--- config.mk ---
export PLATFORM = sky130hd
export DESIGN_NAME = stage_three
export DESIGN_NICKNAME = d
export VERILOG_FILES = /design/src/rtl/stage_three.sv
export SDC_FILE = /design/constraint.sdc
export NUM_CORES = 1
export LEC_CHECK = 0
export BUFFER_PORTS_ARGS = -buffer_cell sky130_fd_sc_hd__clkbuf_2
export CAP_MARGIN = 20
export CORE_UTILIZATION = 51
export CTS_CLUSTER_SIZE = 24
export DETAILED_ROUTE_END_ITERATION = 7
export PLACE_DENSITY = 0.8
export SLEW_MARGIN = 10
export SYNTH_ARGS = -nofsm -noshare
export SYNTH_HDL_FRONTEND = slang
export SYNTH_SLANG_ARGS = --single-unit
export TNS_END_PERCENT = 20
--- constraint.sdc ---
create_clock -name clk -period 5.4 [get_ports clk]
set_input_delay 1.08 -clock clk [delete_from_list [all_inputs] [get_ports clk]]
set_output_delay 1.08 -clock clk [all_outputs]
set_load 0.05 [all_outputs]
--- src/rtl/stage_three.sv ---
`default_nettype none
// ============================================================================
//  Module   : stage_three
//  Brief    : Memory-access / write-back stage with req/ack data-memory port,
//             write-back bubbles while an access is outstanding.
//  Options  : MEM_TIMEOUT_EN - abort a WAIT after TIMEOUT cycles, sticky mem_err
//  Revision : 1.0
// ============================================================================

package types_pkg;
    typedef struct packed {
        logic mem2r;
        logic memwr;
    } memc_t;
endpackage

module stage_three #(
    parameter int TIMEOUT = 15
) (
    input  logic              clk,
    input  logic              rst,
    input  logic              halt_sys,
    input  types_pkg::memc_t  in_memc,
    input  logic              in_reg_wr,
    input  logic              in_R0_en,
    input  logic [15:0]       in_instr,
    input  logic [31:0]       in_alu,
    input  logic [15:0]       in_R1_data,
    output logic              dm_req,
    output logic              dm_we,
    output logic [15:0]       dm_addr,
    output logic [15:0]       dm_wdata,
    input  logic              dm_ack,
    input  logic [15:0]       dm_rdata,
    output logic [15:0]       s3_instruction,
    output logic [31:0]       s3_data,
    output logic              s3_reg_wr,
    output logic              s3_mem2r,
    output logic              s3_R0_en,
    output logic              mem_busy,
    output logic              mem_err
);

    localparam logic [0:0] c_st_idle = 1'b0;
    localparam logic [0:0] c_st_wait = 1'b1;

    if (TIMEOUT < 1 || TIMEOUT > 31) begin : g_bad_timeout
        $error("stage_three: TIMEOUT must lie in 1..31");
    end

    logic [0:0]  r_state;
    logic [0:0]  w_state_next;
    logic        w_memop;
    logic        w_issue;
    logic        w_in_wait;
    logic        w_abort;
    logic        w_complete;
    logic        w_store;
    logic [15:0] r_addr;
    logic [15:0] r_wdata;
    logic [15:0] r_instr;
    logic [31:0] r_alu;
    logic        r_we;

    assign w_memop    = in_memc.mem2r | in_memc.memwr;
    // Gating with rst keeps dm_req/mem_busy low for the whole reset pulse.
    assign w_issue    = (r_state == c_st_idle) & w_memop & ~halt_sys & ~rst;
    assign w_in_wait  = (r_state == c_st_wait);
    assign w_complete = (w_issue | w_in_wait) & dm_ack;
    assign w_store    = w_issue ? in_memc.memwr : r_we;

    always_ff @(posedge clk or posedge rst) begin
        if (rst) begin
            r_state <= c_st_idle;
        end else begin
            r_state <= w_state_next;
        end
    end

    always_comb begin
        w_state_next = r_state;
        case (r_state)
            c_st_idle: if (w_issue && !dm_ack)    w_state_next = c_st_wait;
            c_st_wait: if (dm_ack || w_abort)     w_state_next = c_st_idle;
            default:                              w_state_next = c_st_idle;
        endcase
    end

    always_comb begin
        dm_req   = w_issue | w_in_wait;
        dm_we    = 1'b0;
        dm_addr  = r_addr;
        dm_wdata = r_wdata;
        mem_busy = 1'b0;
        if (w_issue) begin
            dm_we    = in_memc.memwr;
            dm_addr  = in_alu[15:0];
            dm_wdata = in_R1_data;
            mem_busy = ~dm_ack;
        end else if (w_in_wait) begin
            dm_we    = r_we;
            mem_busy = ~dm_ack & ~w_abort;
        end
    end

    // Access context captured only when the access actually has to wait.
    always_ff @(posedge clk or posedge rst) begin
        if (rst) begin
            r_addr  <= '0;
            r_wdata <= '0;
            r_instr <= '0;
            r_alu   <= '0;
            r_we    <= 1'b0;
        end else if (w_issue && !dm_ack) begin
            r_addr  <= in_alu[15:0];
            r_wdata <= in_R1_data;
            r_instr <= in_instr;
            r_alu   <= in_alu;
            r_we    <= in_memc.memwr;
        end
    end

    always_ff @(posedge clk or posedge rst) begin
        if (rst) begin
            s3_instruction <= '0;
            s3_data        <= '0;
            s3_reg_wr      <= 1'b0;
            s3_mem2r       <= 1'b0;
            s3_R0_en       <= 1'b0;
        end else if (w_complete) begin
            s3_instruction <= w_issue ? in_instr : r_instr;
            s3_data        <= w_store ? (w_issue ? in_alu : r_alu) : {16'd0, dm_rdata};
            s3_mem2r       <= ~w_store;
            s3_reg_wr      <= 1'b0;
            s3_R0_en       <= 1'b0;
        end else if (w_issue || w_in_wait) begin
            // Stalled or aborted access: write-back bubble, data left as is.
            s3_instruction <= '0;
            s3_reg_wr      <= 1'b0;
            s3_mem2r       <= 1'b0;
            s3_R0_en       <= 1'b0;
        end else if (!halt_sys) begin
            s3_instruction <= in_instr;
            s3_data        <= in_alu;
            s3_reg_wr      <= in_reg_wr;
            s3_mem2r       <= 1'b0;
            s3_R0_en       <= in_R0_en;
        end
    end

`ifdef MEM_TIMEOUT_EN
    localparam logic [5:0] c_timeout = 6'(TIMEOUT);

    logic [4:0] r_wait_cnt;
    logic       r_mem_err;

    always_ff @(posedge clk or posedge rst) begin
        if (rst) begin
            r_wait_cnt <= '0;
        end else if (!w_in_wait) begin
            r_wait_cnt <= '0;
        end else if (r_wait_cnt != 5'h1f) begin
            r_wait_cnt <= r_wait_cnt + 5'd1;
        end
    end

    // Abort in the WAIT cycle whose closing edge brings the count to TIMEOUT.
    assign w_abort = w_in_wait & (({1'b0, r_wait_cnt} + 6'd1) == c_timeout);

    always_ff @(posedge clk or posedge rst) begin
        if (rst) begin
            r_mem_err <= 1'b0;
        end else if (w_abort && !dm_ack) begin
            r_mem_err <= 1'b1;
        end
    end

    assign mem_err = r_mem_err;
`else
    assign w_abort = 1'b0;
    assign mem_err = 1'b0;
`endif

endmodule

`default_nettype wire

==> impl_metrics.toml <==
[run_status]
status = "finished, final reports clean"

[drt]
vias = 4443
drcViolationCount = 0
routedWlPerCell_um = 18.1
routed_wirelength_um = 14000
ant_nets = 0
firstDrtPassIters = 5
initialDrtViolationCount = 331
routed_via_density = 5.76

[critical_path]
cp_cell_sequence = "clkbuf_2 -> o21ba_2 -> a21oi_4 -> inv_2 -> clkbuf_2"
worstPathMaxFanout = 34
crit_arrival_ns = 2.69
cpPeakStageDelay_ns = 0.49
cp_slowest_cell = "o21ba_2"
startpoint_type = "primary input"
crit_top_cell = "clkbuf_2"
critPathTopFamily = "buffers and inverters"
rrSetupSlack_ns = 2.69
critical_path_class = "in -> out"
worst-path-buf-inv = 3
worst_setup_path_end_kind = "primary output"
crit_required_ns = 4.32

[cells_and_area]
fin_nets = 710
area_delta_synth_final_pct = 27.0
antenna_cells = 0
drive_above_1_share_pct = 48.3
fin_util_pct = 67.6
layout_common_cells = "173 x clkbuf_2, 117 x dfrtp_1, 81 x mux2_2"
fin_cells = 771
multiInputGateArea_um2 = 2310
register_area_um2 = 2930
layout_commonest_cell = "clkbuf_2"
nFillCells = 837

[power_and_ir_drop]
p_leak_uw = 0.00354
p_seq_share_pct = 35.2
p_int_uw = 2090
p_per_area_nw_per_um2 = 466
power.share.clock_pct = 33.9
pwr-share-comb_pct = 30.9
p_sw_uw = 1210
power.share.switching_pct = 36.7
ir_worst_vdd_v = 0.000289

[place]
port_buffers = 173
dp.cells = 739
post-dp-hpwl_um = 9510
place.gp.congestion = 0.828

[floorplanning]
ios = 175
die-area_um2 = 11300
num_rows = 37
core-area_um2 = 10500
die_w_um = 106
start_util_pct = 53.2
dieHeight_um = 106

[global_route]
grt_max_degree = 76
grt_first_pass_wirelength_um = 22400
gr-total-overflow = 0
antenna_found_initial = 0
gr-usage-all-layers_pct = 25.9
first_global_vias = 4557

[timing]
hold-worst-slack_ns = 0.475
timing.final.crit_period_ns = 3.77
finalMaxSlewViolations = 0
min_period_over_period_pct = 69.8
rsz0062_at_grt = "false"
worst_pin_slew_ns = 0.932
clock_skew_ns = 0.00857
finalHoldViolations = 0
setup-tns-final_ns = 0
slew_headroom_pct = 37.9
fmaxAchievable_ghz = 0.265
setup_viol = 0

[clock_tree]
hold_buffers = 0
cts_setup_buffers = 0
cts_resized = 0
clock_latency_ns = 0.51
cts.clk_slew.worst_paths_ns = 0.06
cts_tree = "done"
cts_buffer_depth = 2
clkSinkCount = 117
cts_buffers = 17
htreeDepth = 4
clock-root-buffer = "clkbuf_8"

[hold_path]
hp-class = "reg -> reg"

[logic_synthesis]
synthFlopType = "dfrtp_1"
avgSynthCellArea_um2 = 12.1
synth-edff-count = 0
yosys_warnings = 0
ys_seq_area_share_pct = 52.6
syn-cell-area_um2 = 5570
ys_async_sr_fraction_pct = 100
synth_cells = 462
yosysUniqueCellTypes = 34
syn_nets = 550
ys_ff_latch = 117

[flow_run]
drv_cap = 0
worst reg2reg max path: stages, from the launching register on:
cell,delay [ns]
dfrtp_1,0.51
nor3_2,0.33
o21ai_4,0.08
buf_4,0.29
nor2_4,0.53
buf_4,0.44
mux2_2,0.41
worst paths after layout:
path,from,to,depth (start not counted)
hold / removal,s3_data[24],s3_data[24],2
setup reg to reg,r_state,r_wdata[8],6
setup / recovery,rst,dm_req,5
min in group asynchronous,rst,r_alu[19],2
hold reg to reg,s3_data[24],s3_data[24],2
max in group asynchronous,rst,s3_data[6],3
cell usage after synthesis (7+ instances only):
cell / n / area share, %
buf_2: 10 / 0.90
inv_1: 35 / 2.4
mux2i_1: 32 / 5.8
nand2_1: 18 / 1.2
dfrtp_1: 117 / 53
a222oi_1: 16 / 2.9
a22o_1: 16 / 2.5
o31ai_1: 16 / 2.2
o21ai_0: 16 / 1.4
buf_4: 7 / 0.94
o211ai_1: 16 / 2.2
clkbuf_1: 20 / 1.3
nand4_1: 16 / 1.8
mux2_2: 81 / 16
nand3_1: 18 / 1.6
cell families (layout without fill, tap and decap cells):
group	after synthesis	after routing	share of synthesized area [%]
flops	117	117	52.6
compound gates	90	90	12.9
mux	113	113	22.1
simple gates	64	64	5.95
other cells	1	1	0.0673
buf+inv	77	250	6.43
area by class of cell:
class,count,share of cell area (%)
clock inverter,13,2.19
inverter,36,1.95
timing repair buffer,182,13.2
tap,136,2.41
multi-input combinational,268,32.6
clock buffer,19,6.24
sequential,117,41.4
routing by layer:
layer  up-vias  share of wire [%]  GRT usage, %
met5         -                  0             0
met4         0                3.5          13.5
met3        43                5.5          6.81
met2       172                 52          44.2
met1      2208                 39          30.0
li1       2020                  -             -
metrics by stage:
stage	cell area, um2	worst slack, ns	power [uW]
5_1_grt	7070	1.56	3440
3_3_place_gp	6470	1.75	2150
6_report	7070	1.63	3300
2_1_floorplan	5570	1.22	1940
4_1_cts	7070	1.67	3320
3_5_place_dp	6470	1.68	2190
power groups by stage:
| stage | Clock (uW) | Sequential [uW] | Combinational [uW] |
|---|---|---|---|
| after floorplan | 0 | 1370 | 565 |
| after global placement | 0 | 1160 | 994 |
| after detailed placement | 0 | 1170 | 1020 |
| after CTS | 1140 | 1160 | 1020 |
| after global routing | 1180 | 1180 | 1080 |
| final | 1120 | 1160 | 1020 |
sequential cells by signal, summed over array words and instances (netlist names):
name	cells
s3_data	32
r_alu	17
r_instr	16
r_wdata	16
s3_instruction	16
r_addr	15
r_state	1
r_we	1
s3_R0_en	1
s3_mem2r	1
s3_reg_wr	1
Power figures use the tool's default switching activity.
